<file path="config.mk">
export PLATFORM = sky130hd
export DESIGN_NAME = ctrl_sequencer
export DESIGN_NICKNAME = d
export VERILOG_FILES = /design/src/rtl/ctrl_pkg.sv /design/src/rtl/ctrl_decode.sv /design/src/rtl/ctrl_sequencer.sv
export SDC_FILE = /design/constraint.sdc
export NUM_CORES = 1
export LEC_CHECK = 0
export ABC_CLOCK_PERIOD_IN_PS = 3500
export CORE_MARGIN = 2
export CORE_UTILIZATION = 46
export DETAILED_ROUTE_END_ITERATION = 8
export PLACE_DENSITY = 0.7
export RECOVER_POWER = 100
export SETUP_SLACK_MARGIN = 0.3
export SLEW_MARGIN = 25
export SYNTH_ARGS = -nofsm -noshare
export SYNTH_HDL_FRONTEND = slang
export SYNTH_HIERARCHICAL = 1
export SYNTH_SLANG_ARGS = --single-unit
</file>
<file path="constraint.sdc">
create_clock -name clk_i -period 3.5 [get_ports clk_i]
set_input_delay 0.525 -clock clk_i [delete_from_list [all_inputs] [get_ports clk_i]]
set_output_delay 0.525 -clock clk_i [all_outputs]
set_load 0.02 [all_outputs]
</file>
<file path="src/rtl/ctrl_pkg.sv">
// ctrl_pkg: shared opcodes, ALU codes, FSM states and the decoded-control bundle
// for the accumulator-ISA control sequencer.
package ctrl_pkg;

  typedef enum logic [2:0] {
    S_IDLE,
    S_RUN,
    S_MEM,
    S_HALT,
    S_FAULT
  } state_e;

  localparam logic [3:0] ALU_AND = 4'h0;
  localparam logic [3:0] ALU_ADD = 4'h1;
  localparam logic [3:0] ALU_SLL = 4'h2;
  localparam logic [3:0] ALU_SRL = 4'h3;
  localparam logic [3:0] ALU_SUB = 4'h4;
  localparam logic [3:0] ALU_SLT = 4'h5;
  localparam logic [3:0] ALU_ABS = 4'h6;
  localparam logic [3:0] ALU_SEQ = 4'h7;
  localparam logic [3:0] ALU_SET = 4'h8;
  localparam logic [3:0] ALU_TBA = 4'h9;

  localparam logic [4:0] OP_SLL   = 5'b11100;
  localparam logic [4:0] OP_SRL   = 5'b11101;
  localparam logic [4:0] OP_BRF   = 5'b11110;
  localparam logic [4:0] OP_SUB   = 5'b11111;
  localparam logic [4:0] OP_SLT   = 5'b10000;
  localparam logic [4:0] OP_HALT  = 5'b10001;
  localparam logic [4:0] OP_LOAD  = 5'b10010;
  localparam logic [4:0] OP_STORE = 5'b10011;
  localparam logic [4:0] OP_ABS   = 5'b10100;
  localparam logic [4:0] OP_SEQ   = 5'b10101;
  localparam logic [4:0] OP_BRB   = 5'b10110;
  localparam logic [4:0] OP_TBA   = 5'b10111;

  typedef struct packed {
    logic [3:0] alu;
    logic [2:0] rs;
    logic [2:0] rt;
    logic [2:0] wa;
    logic [4:0] imm;
    logic       regwrite;
    logic       wdc;
    logic       cbwrite;
    logic       memread;
    logic       memwrite;
    logic       brf;
    logic       brb;
  } ctrl_t;

endpackage

</file>
<file path="src/rtl/ctrl_decode.sv">
// ctrl_decode: pure combinational instruction decode into ctrl_t.
// brf/brb here mark branch kind only; the sequencer gates them with CB.
import ctrl_pkg::*;

module ctrl_decode #(
  parameter int ACC_REG = 7,
  parameter int SUB_RS  = 2,
  parameter int SUB_RT  = 5,
  parameter int CMP_RS  = 6
) (
  input  logic [7:0] instr_i,
  output ctrl_t      ctrl_o,
  output logic       is_branch_o,
  output logic       is_halt_o,
  output logic       is_mem_o
);

  logic [4:0] op;
  logic [2:0] lo;
  logic [2:0] acc;

  assign op  = instr_i[7:3];
  assign lo  = instr_i[2:0];
  assign acc = 3'(ACC_REG);

  // opcode classes are disjoint and cover all 32 patterns
  always_comb begin
    ctrl_o      = '0;
    is_branch_o = 1'b0;
    is_halt_o   = 1'b0;
    is_mem_o    = 1'b0;
    unique case (1'b1)
      op[4] == 1'b0: begin
        ctrl_o.alu      = op[3] ? ALU_ADD : ALU_AND;
        ctrl_o.wa       = instr_i[5:3];
        ctrl_o.rs       = lo;
        ctrl_o.rt       = acc;
        ctrl_o.regwrite = 1'b1;
      end
      op[4:2] == 3'b110: begin
        ctrl_o.alu      = ALU_SET;
        ctrl_o.imm      = instr_i[4:0];
        ctrl_o.wa       = acc;
        ctrl_o.regwrite = 1'b1;
      end
      op == OP_SLL, op == OP_SRL: begin
        ctrl_o.alu      = op[0] ? ALU_SRL : ALU_SLL;
        ctrl_o.rs       = lo;
        ctrl_o.wa       = lo;
        ctrl_o.rt       = acc;
        ctrl_o.regwrite = 1'b1;
      end
      op == OP_BRF, op == OP_BRB: begin
        ctrl_o.alu  = ALU_ADD;
        ctrl_o.rs   = lo;
        ctrl_o.brf  = (op == OP_BRF);
        ctrl_o.brb  = (op == OP_BRB);
        is_branch_o = 1'b1;
      end
      op == OP_SUB: begin
        ctrl_o.alu      = ALU_SUB;
        ctrl_o.rs       = 3'(SUB_RS);
        ctrl_o.rt       = 3'(SUB_RT);
        ctrl_o.wa       = lo;
        ctrl_o.regwrite = 1'b1;
      end
      op == OP_SLT: begin
        ctrl_o.alu     = ALU_SLT;
        ctrl_o.rs      = 3'(CMP_RS);
        ctrl_o.rt      = acc;
        ctrl_o.cbwrite = 1'b1;
      end
      op == OP_HALT: is_halt_o = 1'b1;
      op == OP_LOAD: begin
        ctrl_o.alu     = ALU_ADD;
        ctrl_o.wa      = lo;
        ctrl_o.rt      = acc;
        ctrl_o.memread = 1'b1;
        ctrl_o.wdc     = 1'b1;
        is_mem_o       = 1'b1;
      end
      op == OP_STORE: begin
        ctrl_o.alu      = ALU_ADD;
        ctrl_o.rs       = lo;
        ctrl_o.rt       = acc;
        ctrl_o.memwrite = 1'b1;
        is_mem_o        = 1'b1;
      end
      op == OP_ABS: begin
        ctrl_o.alu      = ALU_ABS;
        ctrl_o.rs       = lo;
        ctrl_o.wa       = lo;
        ctrl_o.regwrite = 1'b1;
      end
      op == OP_SEQ: begin
        ctrl_o.alu     = ALU_SEQ;
        ctrl_o.rs      = lo;
        ctrl_o.rt      = acc;
        ctrl_o.cbwrite = 1'b1;
      end
      op == OP_TBA: begin
        ctrl_o.alu      = ALU_TBA;
        ctrl_o.rs       = lo;
        ctrl_o.rt       = acc;
        ctrl_o.wa       = acc;
        ctrl_o.regwrite = 1'b1;
      end
    endcase
  end

endmodule

</file>
<file path="src/rtl/ctrl_sequencer.sv">
// ctrl_sequencer: handshaked multi-cycle control sequencer with CB, mem stall,
// halt and timeout fault. CTRL_PERF_EN adds retired_o/stall_o counters.
import ctrl_pkg::*;

module ctrl_sequencer #(
  parameter int   ACC_REG     = 7,
  parameter int   SUB_RS      = 2,
  parameter int   SUB_RT      = 5,
  parameter int   CMP_RS      = 6,
  parameter int   MEM_TIMEOUT = 16,
  parameter logic CB_RST      = 1'b0
) (
  input  logic       clk_i,
  input  logic       rst_n_i,
  input  logic       start_i,
  input  logic [7:0] instr_i,
  input  logic       instr_valid_i,
  output logic       instr_ready_o,
  input  logic       alu_flag_i,
  input  logic       mem_ready_i,
  output logic       ctrl_valid_o,
  output logic [3:0] alucontrol_o,
  output logic [2:0] rs_addr_o,
  output logic [2:0] rt_addr_o,
  output logic [2:0] write_addr_o,
  output logic [4:0] immediate_o,
  output logic       regwrite_o,
  output logic       write_data_control_o,
  output logic       cbwrite_o,
  output logic       memread_o,
  output logic       memwrite_o,
  output logic       branchf_o,
  output logic       branchb_o,
  output logic       cb_o,
  output logic       done_o,
  output logic       fault_o
`ifdef CTRL_PERF_EN
  ,
  output logic [15:0] retired_o,
  output logic [15:0] stall_o
`endif
);

  ctrl_t       dec;
  logic        dec_br;
  logic        dec_halt;
  logic        dec_mem;

  state_e      state_q, state_d;
  ctrl_t       out_q, out_d;
  logic        valid_q, valid_d;
  logic        cb_q, cb_d;
  logic        done_q, done_d;
  logic        fault_q, fault_d;
  logic [15:0] tmo_q, tmo_d;
  logic        interlock;
  logic        accept;
  logic        tmo_hit;

  ctrl_decode #(
    .ACC_REG (ACC_REG),
    .SUB_RS  (SUB_RS),
    .SUB_RT  (SUB_RT),
    .CMP_RS  (CMP_RS)
  ) u_decode (
    .instr_i     (instr_i),
    .ctrl_o      (dec),
    .is_branch_o (dec_br),
    .is_halt_o   (dec_halt),
    .is_mem_o    (dec_mem)
  );

  // a branch must not sample CB while a CB writer is still on the outputs
  assign interlock     = instr_valid_i & dec_br & out_q.cbwrite;
  assign instr_ready_o = (state_q == S_RUN) & ~interlock;
  assign accept        = instr_valid_i & instr_ready_o;
  assign tmo_hit       = (MEM_TIMEOUT != 0) &&
                         (tmo_q == 16'(MEM_TIMEOUT - 1));

  // next-state and next-output logic; outputs default to zero every cycle
  always_comb begin
    state_d = state_q;
    out_d   = '0;
    valid_d = 1'b0;
    cb_d    = cb_q;
    done_d  = done_q;
    fault_d = fault_q;
    tmo_d   = '0;
    if (out_q.cbwrite) cb_d = alu_flag_i;
    unique case (state_q)
      S_IDLE: if (start_i) state_d = S_RUN;
      S_RUN: begin
        if (accept) begin
          valid_d   = 1'b1;
          out_d     = dec;
          out_d.brf = dec.brf & cb_q;
          out_d.brb = dec.brb & cb_q;
          if (dec_mem) begin
            state_d = S_MEM;
          end else if (dec_halt) begin
            state_d = S_HALT;
            done_d  = 1'b1;
          end
        end
      end
      S_MEM: begin
        if (mem_ready_i) begin
          state_d = S_RUN;
          if (out_q.memread) begin
            valid_d        = 1'b1;
            out_d          = out_q;
            out_d.memread  = 1'b0;
            out_d.regwrite = 1'b1;
          end
        end else if (tmo_hit) begin
          state_d = S_FAULT;
          fault_d = 1'b1;
        end else begin
          valid_d = 1'b1;
          out_d   = out_q;
          tmo_d   = tmo_q + 16'd1;
        end
      end
      S_HALT: begin
        if (start_i) begin
          state_d = S_RUN;
          done_d  = 1'b0;
        end
      end
      S_FAULT: ;
      default: state_d = S_IDLE;
    endcase
  end

  // single state/output register bank; reset aborts any memory access
  always_ff @(posedge clk_i or negedge rst_n_i) begin
    if (!rst_n_i) begin
      state_q <= S_IDLE;
      out_q   <= '0;
      valid_q <= 1'b0;
      cb_q    <= CB_RST;
      done_q  <= 1'b0;
      fault_q <= 1'b0;
      tmo_q   <= '0;
    end else begin
      state_q <= state_d;
      out_q   <= out_d;
      valid_q <= valid_d;
      cb_q    <= cb_d;
      done_q  <= done_d;
      fault_q <= fault_d;
      tmo_q   <= tmo_d;
    end
  end

  assign ctrl_valid_o         = valid_q;
  assign alucontrol_o         = out_q.alu;
  assign rs_addr_o            = out_q.rs;
  assign rt_addr_o            = out_q.rt;
  assign write_addr_o         = out_q.wa;
  assign immediate_o          = out_q.imm;
  assign regwrite_o           = out_q.regwrite;
  assign write_data_control_o = out_q.wdc;
  assign cbwrite_o            = out_q.cbwrite;
  assign memread_o            = out_q.memread;
  assign memwrite_o           = out_q.memwrite;
  assign branchf_o            = out_q.brf;
  assign branchb_o            = out_q.brb;
  assign cb_o                 = cb_q;
  assign done_o               = done_q;
  assign fault_o              = fault_q;

`ifdef CTRL_PERF_EN
  logic [15:0] ret_q, ret_d;
  logic [15:0] stl_q, stl_d;
  logic        retire;
  logic        stall;

  assign retire = (accept & ~dec_mem) |
                  ((state_q == S_MEM) & mem_ready_i);
  assign stall  = ((state_q == S_RUN) | (state_q == S_MEM)) &
                  instr_valid_i & ~instr_ready_o;

  // saturating retire and stall counters
  always_comb begin
    ret_d = ret_q;
    stl_d = stl_q;
    if (retire && ret_q != 16'hFFFF) ret_d = ret_q + 16'd1;
    if (stall && stl_q != 16'hFFFF) stl_d = stl_q + 16'd1;
  end

  // counter registers
  always_ff @(posedge clk_i or negedge rst_n_i) begin
    if (!rst_n_i) begin
      ret_q <= '0;
      stl_q <= '0;
    end else begin
      ret_q <= ret_d;
      stl_q <= stl_d;
    end
  end

  assign retired_o = ret_q;
  assign stall_o   = stl_q;
`endif

endmodule

</file>
==> results of run 1 <==
cell usage after synthesis, types with 2 or more instances:
library cell,number
xor2_1,8
or2_2,3
nand3_1,13
inv_1,11
dfrtp_1,48
buf_4,5
a22o_1,21
o21ai_0,14
and3_1,9
buf_2,8
nand2_1,14
a21oi_1,6
a41oi_1,2
nand4_1,5
nor4_1,6
a32o_1,3
a21o_1,2
nand3b_1,2
nand2b_1,7
a31oi_1,4
and4_1,3
mux2_1,2
nor3b_1,3
xnor2_1,6
nor2_1,31
nor3_1,3
nor2b_1,3
clkbuf_1,4
o2bb2ai_1,2
or2b_1,2
power breakdown:
part | switching, mW | internal (mW)
combinational | 0.230 | 0.173
sequential | 0.0461 | 0.609
clock | 0.195 | 0.160
stage by stage:
stage / hold WS [ns] / std cells / area [sq um]
finish: 0.4799 / 377 / 3093
global route: 0.5133 / 377 / 3093
CTS: 0.2443 / 377 / 3099
detailed placement: 0.4823 / 369 / 3002
global placement: 0.4556 / 369 / 2999
floorplan: 0.2294 / 266 / 2542
final cells by class:
| class | count | share of cell area [%] |
|---|---|---|
| inverter | 12 | 1.456 |
| tap | 72 | 2.913 |
| sequential | 48 | 38.83 |
| clock buffer | 6 | 2.670 |
| timing repair buffer | 49 | 14.93 |
| multi-input combinational | 188 | 38.71 |
| clock inverter | 2 | 0.4854 |
cells by family (layout without fill, tap and decap cells):
group                      count (synthesis)  in the layout  synth area share (%)
and+or+nand+nor                          109            109                 22.59
AOI/OAI and AO/OA                         61             61                 17.67
DFF                                       48             48                 47.24
buffers and inverters                     30             69                 5.856
xor gates and xnor gates                  14             14                 4.823
muxes                                      3              3                 1.329
adders and majority gates                  1              1                0.4920
flip-flops by register name (all words and copies together), names as in the netlist, 3 cells and up:
| register | cells |
|---|---|
| alucontrol_o | 4 |
| immediate_o | 5 |
| rs_addr_o | 3 |
| rt_addr_o | 3 |
| state_q | 3 |
| tmo_q | 16 |
| write_addr_o | 3 |
final timing paths:
check,startpoint,to,slack [ns],cells past startpoint
hold reg to reg,fault_o,fault_o,0.48,1
setup / recovery,instr_i[3],instr_ready_o,0.58,6
max in group asynchronous,rst_n_i,alucontrol_o[3],1.10,1
min in group asynchronous,rst_n_i,alucontrol_o[1],0.99,1
hold / removal,fault_o,fault_o,0.48,1
setup reg to reg,tmo_q[0],immediate_o[0],0.94,7
worst max-delay path: cells and delay by family:
kind,cells,cell delay (ns)
AOI/OAI and AO/OA,1,0.09
and+or+nand+nor,2,0.37
buffers and inverters,3,1.41
routing by layer:
metal	vias to the layer above	track usage (%)	routed length, microns
met3	2	4.828	218
met4	0	4.737	23
li1	1033	-	-
met2	42	32.67	2679
met5	-	0	0
met1	1035	28.20	2732
==> impl_metrics.json, run 1 <==
{
  "core_sq_um": 5405,
  "via_per_inst": 5.602,
  "peakVddDrop_mv": 0.2043,
  "rsz0062_at_grt": "no",
  "violations": "capacitance limit, slew limit",
  "hold_violations": 0,
  "p_per_area_nw_per_um2": 457.0,
  "max_slew_margin_pct": -67.01,
  "grt_pass1_wl_microns": 10050,
  "cts_buffers": 5,
  "fin_nets": 319,
  "slowest_stage": "dlygate4sd3_1",
  "min_path_type": "reg2reg",
  "gp_congestion": 0.8933,
  "cts_tree": "done",
  "worstSetupStartpointType": "primary input",
  "max_stage_delay_ns": 0.65,
  "grt_pass1_vias": 2100,
  "totalWireLength_microns": 5653,
  "drt_iter0_drc": 89,
  "period_needed_ns": 2.917,
  "finalSetupViolCount": 0,
  "skew_ns": 0.007766,
  "setup_ws_ns": 0.5830,
  "n_antenna_cell": 0,
  "antenna_left": 0,
  "status": "finished, violations left",
  "setup_tns_ns": 0,
  "finalCritPeriodShare_pct": 83.34,
  "clockRootBuffer": "clkbuf_8",
  "worst-slew-pin-transition_ns": 2.505,
  "antenna_found_initial": 0,
  "clk_pin_slew_ns": 0.09,
  "vias": 2112,
  "seq_area_frac_synth_pct": 47.24,
  "first_pass_iters": 4,
  "clockBufferDepth": 2,
  "max_freq_mhz": 342.8,
  "gr-total-overflow": 0,
  "end_kind": "output port",
  "ios": 44,
  "synth_edf_count": 0,
  "htree_levels": 2,
  "dp_hpwl_microns": 3892,
  "dieArea_sq_um": 6138,
  "synth_fp_nets": 281,
  "fillers": 522,
  "postSynth.asyncResetShare_pct": 100.0,
  "cap_viol_max_count": 1,
  "worstSetupPathType": "in2out",
  "die_y_microns": 78.35,
  "placementRows": 27,
  "yosys_warnings": 6,
  "yosys.area.top_type": "dfrtp_1",
  "clock_sinks": 48,
  "hold_buffers": 0,
  "synth.area.top_cells": "dfrtp_1 (47%), a22o_1 (7.2%), nor2_1 (4.6%)",
  "start_util_pct": 47.04,
  "area_growth_syn_to_layout_pct": 21.65,
  "synthCells": 266,
  "die_width_microns": 78.35,
  "path_cells": "dlygate4sd3_1, inv_1, nand3_1, nor2_1, a31oi_1, dlygate4sd3_1",
  "crit_top_cell": "dlygate4sd3_1",
  "finalMaxSlewViolations": 49,
  "synth_seq_cells": 48,
  "mostFrequentLayoutCells": "dfrtp_1 (48), dlygate4sd3_1 (34), nor2_1 (31), a22o_1 (21)",
  "total_power_mw": 1.413,
  "grt.total_usage_pct": 20.41,
  "io_buffers": 43,
  "final_util_pct": 57.22,
  "cts.repair.resized": 0,
  "seq_area_sq_um": 1201,
  "avgSynthCellArea_sq_um": 9.558,
  "routedWlPerCell_microns": 14.99,
  "place_ws_ns": 0.8027,
  "synth_ff_type": "dfrtp_1",
  "ys_types": 46,
  "drive_gt1_share_pct": 5.902,
  "synth_top_area_share_pct": 47.24,
  "drc": 0,
  "grt_max_degree": 49,
  "final_common_cell": "dfrtp_1",
  "clock_latency_ns": 0.30,
  "netlist_area_sq_um": 2542,
  "p_leak_nw": 1.395,
  "cts_setup_buffers": 0,
  "cp_data_required_time_ns": 2.97,
  "multiInputGateArea_sq_um": 1197,
  "worst-endpoint-arrival_ns": 2.39,
  "critPathMaxFanout": 8
}
Note: power is estimated with default switching activity, not from simulation.
==> inputs of run 2 (changes only) <==
Settings changed: ABC_CLOCK_PERIOD_IN_PS 3500 to 2500, PLACE_DENSITY 0.7 to 0.73.
Clock period 3.5 ns to 2.5 ns, I/O delays scaled along.
==> run 2 against run 1 <==
Against the previous run:
- the run now ends clean
- cell count is 1.6% higher
- clock skew decreased by 0.0048 ns
- design area increased by 1.6%
- non-clock buffer count up 6
==> impl_metrics.json, run 2 (synthesis results as in run 1) <==
{
  "cap_viol_max_count": 0,
  "final_util_pct": 58.15,
  "max_stage_delay_ns": 0.55,
  "placementRows": 27,
  "ios": 44,
  "clock_latency_ns": 0.29,
  "critPathMaxFanout": 3,
  "cts.repair.resized": 1,
  "top_register": "tmo_q",
  "path_cells": "dlygate4sd3_1, inv_1, nand3_1, nor2_1, a31oi_1, dlygate4sd2_1",
  "dieArea_sq_um": 6138,
  "antenna_found_initial": 0,
  "cts_buffers": 5,
  "clk_pin_slew_ns": 0.08,
  "cts_tree": "done",
  "period_needed_ns": 2.122,
  "mostFrequentLayoutCells": "dfrtp_1 (48), nor2_1 (31), dlygate4sd3_1 (30), a22o_1 (21)",
  "place_area_sq_um": 3044,
  "first_pass_iters": 4,
  "drc": 0,
  "worstSetupPathType": "in2out",
  "min_path_type": "in2async",
  "finalMaxSlewViolations": 0,
  "worst-endpoint-arrival_ns": 1.75,
  "largest_register_ff_count": 16,
  "clockRootBuffer": "clkbuf_8",
  "finalCritPeriodShare_pct": 84.88,
  "via_per_inst": 5.569,
  "clock_sinks": 48,
  "slowest_stage": "dlygate4sd3_1",
  "hold_buffers": 0,
  "max_slew_margin_pct": 24.39,
  "grt_pass1_wl_microns": 9777,
  "drt_iter0_drc": 171,
  "core_sq_um": 5405,
  "skew_ns": 0.003004,
  "grt_pass1_vias": 2054,
  "totalWireLength_microns": 5798,
  "cts_setup_buffers": 0,
  "status": "finished, final reports clean",
  "die_y_microns": 78.35,
  "p_leak_nw": 1.440,
  "rsz0062_at_grt": "no",
  "gp_congestion": 0.8722,
  "io_buffers": 43,
  "hold_violations": 0,
  "n_antenna_cell": 0,
  "vias": 2133,
  "peakVddDrop_mv": 0.2902,
  "final_common_cell": "dfrtp_1",
  "setup_tns_ns": 0,
  "p_per_area_nw_per_um2": 627.0,
  "fin_nets": 325,
  "gr-total-overflow": 0,
  "end_kind": "output port",
  "worstSetupStartpointType": "primary input",
  "final_area_sq_um": 3143,
  "grt.total_usage_pct": 20.05,
  "finalSetupViolCount": 0,
  "grt_max_degree": 49,
  "worst-slew-pin-transition_ns": 1.134,
  "dp_hpwl_microns": 4002,
  "clockBufferDepth": 2,
  "total_power_mw": 1.971,
  "routedWlPerCell_microns": 15.14,
  "max_freq_mhz": 471.3,
  "drive_gt1_share_pct": 9.003,
  "antenna_left": 0,
  "cp_data_required_time_ns": 2.12,
  "start_util_pct": 47.04,
  "area_growth_syn_to_layout_pct": 23.62,
  "htree_levels": 2,
  "die_width_microns": 78.35
}
[run 2: cell type report]
class	count	area [sq um]
Fill cell	515	2262
Clock buffer	6	82.58
Timing Repair Buffer	55	505.5
Multi-Input combinational cell	188	1209
Tap cell	72	90.09
Clock inverter	2	10.01
Inverter	12	45.04
Sequential cell	48	1201
[run 2: worst paths after layout]
kind / from / to / slack [ns] / depth (start not counted)
min in group clk_i: fault_o / fault_o / 0.47 / 1
hold / removal: rst_n_i / tmo_q[2] / 0.38 / 2
setup / recovery: instr_i[3] / instr_ready_o / 0.38 / 6
hold reg to reg: fault_o / fault_o / 0.47 / 1
setup reg to reg: tmo_q[0] / ctrl_valid_o / 0.38 / 7
max in group asynchronous: rst_n_i / rs_addr_o[0] / 1.44 / 2
[run 2: per-layer routing]
layer	track usage (%)	vias to the layer above	routed length (microns)
met5	0	-	0
met4	5.263	0	59
met3	3.793	7	237
met2	32.50	43	2879
met1	27.78	1040	2622
li1	-	1043	-
[run 2: stage by stage]
step	cells	hold WS, ns	worst slack [ns]
floorplan	266	0.07941	0.6121
global placement	375	0.4513	0.1002
detailed placement	375	0.4647	0.05392
CTS	383	0.1840	0.3477
global route	383	0.4805	0.2246
finish	383	0.3758	0.3780
[run 2: report_power, final]
part           total [mW]  switching [mW]  internal (mW)
combinational       0.575           0.325          0.249
clock               0.467           0.246          0.221
sequential          0.929          0.0754          0.853
[run 2: worst max-delay path, delay by kind of cell]
family / cells / cell delay, ns
AO/OA/AOI/OAI: 1 / 0.11
buffers and inverters: 3 / 0.95
AND/OR/NAND/NOR: 2 / 0.31
==> inputs of run 3 (changes only) <==
Settings changed: ABC_CLOCK_PERIOD_IN_PS 2500 to 1800.
Clock period 2.5 ns to 1.8 ns, I/O delays scaled along.
==> run 3 against run 2 <==
Against the previous run:
- clock skew rose by 0.0079 ns
- critical path depth did not move
- sequential share of layout area is 5.8 points lower
- register-to-register slack got worse by 0.25 ns
- power grew 56%
- clock power rose by 77%
- utilization increased by 11 points
- via count up 13%
- critical path type is now reg2reg
- largest power group unchanged
==> impl_metrics.json, run 3 (synthesis results as in run 1) <==
{
  "clk_pin_slew_ns": 0.09,
  "crit_top_cell": "nand4_1",
  "p_leak_nw": 1.798,
  "dieArea_sq_um": 6138,
  "max_freq_mhz": 597.0,
  "drt_iter0_drc": 122,
  "io_buffers": 43,
  "worst-endpoint-arrival_ns": 1.87,
  "vias": 2420,
  "status": "finished, final reports clean",
  "place_area_sq_um": 3450,
  "finalCritPeriodShare_pct": 93.06,
  "clock_latency_ns": 0.31,
  "start_util_pct": 47.04,
  "die_y_microns": 78.35,
  "end_kind": "register",
  "gr-total-overflow": 0,
  "cts_buffers": 5,
  "placementRows": 27,
  "finalMaxSlewViolations": 0,
  "max_slew_margin_pct": 32.07,
  "worstSetupStartpointType": "register",
  "n_antenna_cell": 0,
  "holdWs_ns": 0.4861,
  "setup_tns_ns": 0,
  "grt_pass1_vias": 2361,
  "ios": 44,
  "clockRootBuffer": "clkbuf_8",
  "grt.total_usage_pct": 23.05,
  "htree_levels": 2,
  "slowest_stage": "dfrtp_1",
  "routedWlPerCell_microns": 15.14,
  "core_sq_um": 5405,
  "dp_hpwl_microns": 4564,
  "setup_ws_ns": 0.1249,
  "drive_gt1_share_pct": 26.43,
  "period_needed_ns": 1.675,
  "rsz0062_at_grt": "yes",
  "largest_register_ff_count": 16,
  "mostFrequentLayoutCells": "buf_4 (54), dfrtp_1 (48), dlygate4sd2_1 (32), nor2_1 (28), a22o_1 (21)",
  "gp_congestion": 0.8530,
  "final_area_sq_um": 3711,
  "peakVddDrop_mv": 0.5444,
  "clock_sinks": 48,
  "max_stage_delay_ns": 0.41,
  "totalWireLength_microns": 6648,
  "clockBufferDepth": 2,
  "place_ws_ns": -0.3339,
  "p_per_area_nw_per_um2": 827.8,
  "hold_violations": 0,
  "drc": 0,
  "critPathMaxFanout": 3,
  "grt_max_degree": 32,
  "via_per_inst": 5.513,
  "fillers": 425,
  "finalSetupViolCount": 0,
  "path_cells": "nor4_4, nand4_1, nand2b_2, buf_6, nand4_1, mux2_1",
  "first_pass_iters": 4,
  "antenna_left": 0,
  "fin_nets": 381,
  "antenna_found_initial": 0,
  "worstSetupPathType": "reg2reg",
  "skew_ns": 0.01086,
  "cap_viol_max_count": 0,
  "top_register": "tmo_q",
  "min_path_type": "reg2reg",
  "grt_pass1_wl_microns": 11160,
  "die_width_microns": 78.35,
  "worst-slew-pin-transition_ns": 1.019,
  "final_common_cell": "buf_4",
  "final_util_pct": 68.66,
  "cts_tree": "done",
  "area_growth_syn_to_layout_pct": 45.96,
  "cp_data_required_time_ns": 2.00
}
==> run 3: critical path: cells and delay by family (launching register included) <==
kind	cells	cell delay, ns
simple gates	4	0.71
buf+inv	1	0.12
mux	1	0.32
flops	1	0.41
==> run 3: worst paths after layout <==
check | from | endpoint | slack (ns) | cells past startpoint
worst max-delay path | tmo_q[11] | state_q[0] | 0.12 | 6
worst min-delay path | fault_o | fault_o | 0.49 | 1
worst max register to register | tmo_q[11] | state_q[0] | 0.12 | 6
worst min register to register | fault_o | fault_o | 0.49 | 1
max in group asynchronous | rst_n_i | write_addr_o[0] | 0.46 | 3
min in group asynchronous | rst_n_i | fault_o | 0.65 | 2
==> run 3: where the power goes <==
group,switching [mW],internal (mW),total (mW)
Combinational,0.529,0.463,0.992
Clock,0.371,0.454,0.825
Sequential,0.0693,1.19,1.25
==> run 3: layout make-up <==
class                           instances  area (sq um)  share of cell area, %
Multi-Input combinational cell        188          1310                  35.30
Timing Repair Buffer                  111         943.4                  25.42
Inverter                               12         45.04                  1.214
Clock inverter                          2         38.79                  1.045
Clock buffer                            6         82.58                  2.225
Sequential cell                        48          1201                  32.37
Tap cell                               72         90.09                  2.428
==> run 3: layer usage <==
| layer | vias up | routed length, microns | track usage [%] |
|---|---|---|---|
| met2 | 63 | 3397 | 40.00 |
| met1 | 1187 | 2936 | 29.49 |
| met4 | 0 | 86 | 6.491 |
| li1 | 1161 | - | - |
| met3 | 9 | 228 | 4.253 |
| met5 | - | 0 | 0 |
==> run 3: through the flow <==
step                      power, mW  cells
final                         3.072    439
after detailed placement      2.297    420
after global placement        2.287    420
after global routing          3.234    439
after floorplan               1.812    266
after CTS                     3.107    438
==> run 3: what timing repair did <==
item	4_1_cts	5_1_grt
resized for setup	50	17
endpoints found under the setup margin	72	47
cloned	1	0
pin swaps	8	4
hold endpoints to repair	17	0
hold buffers	1	0
setup buffers	8	1
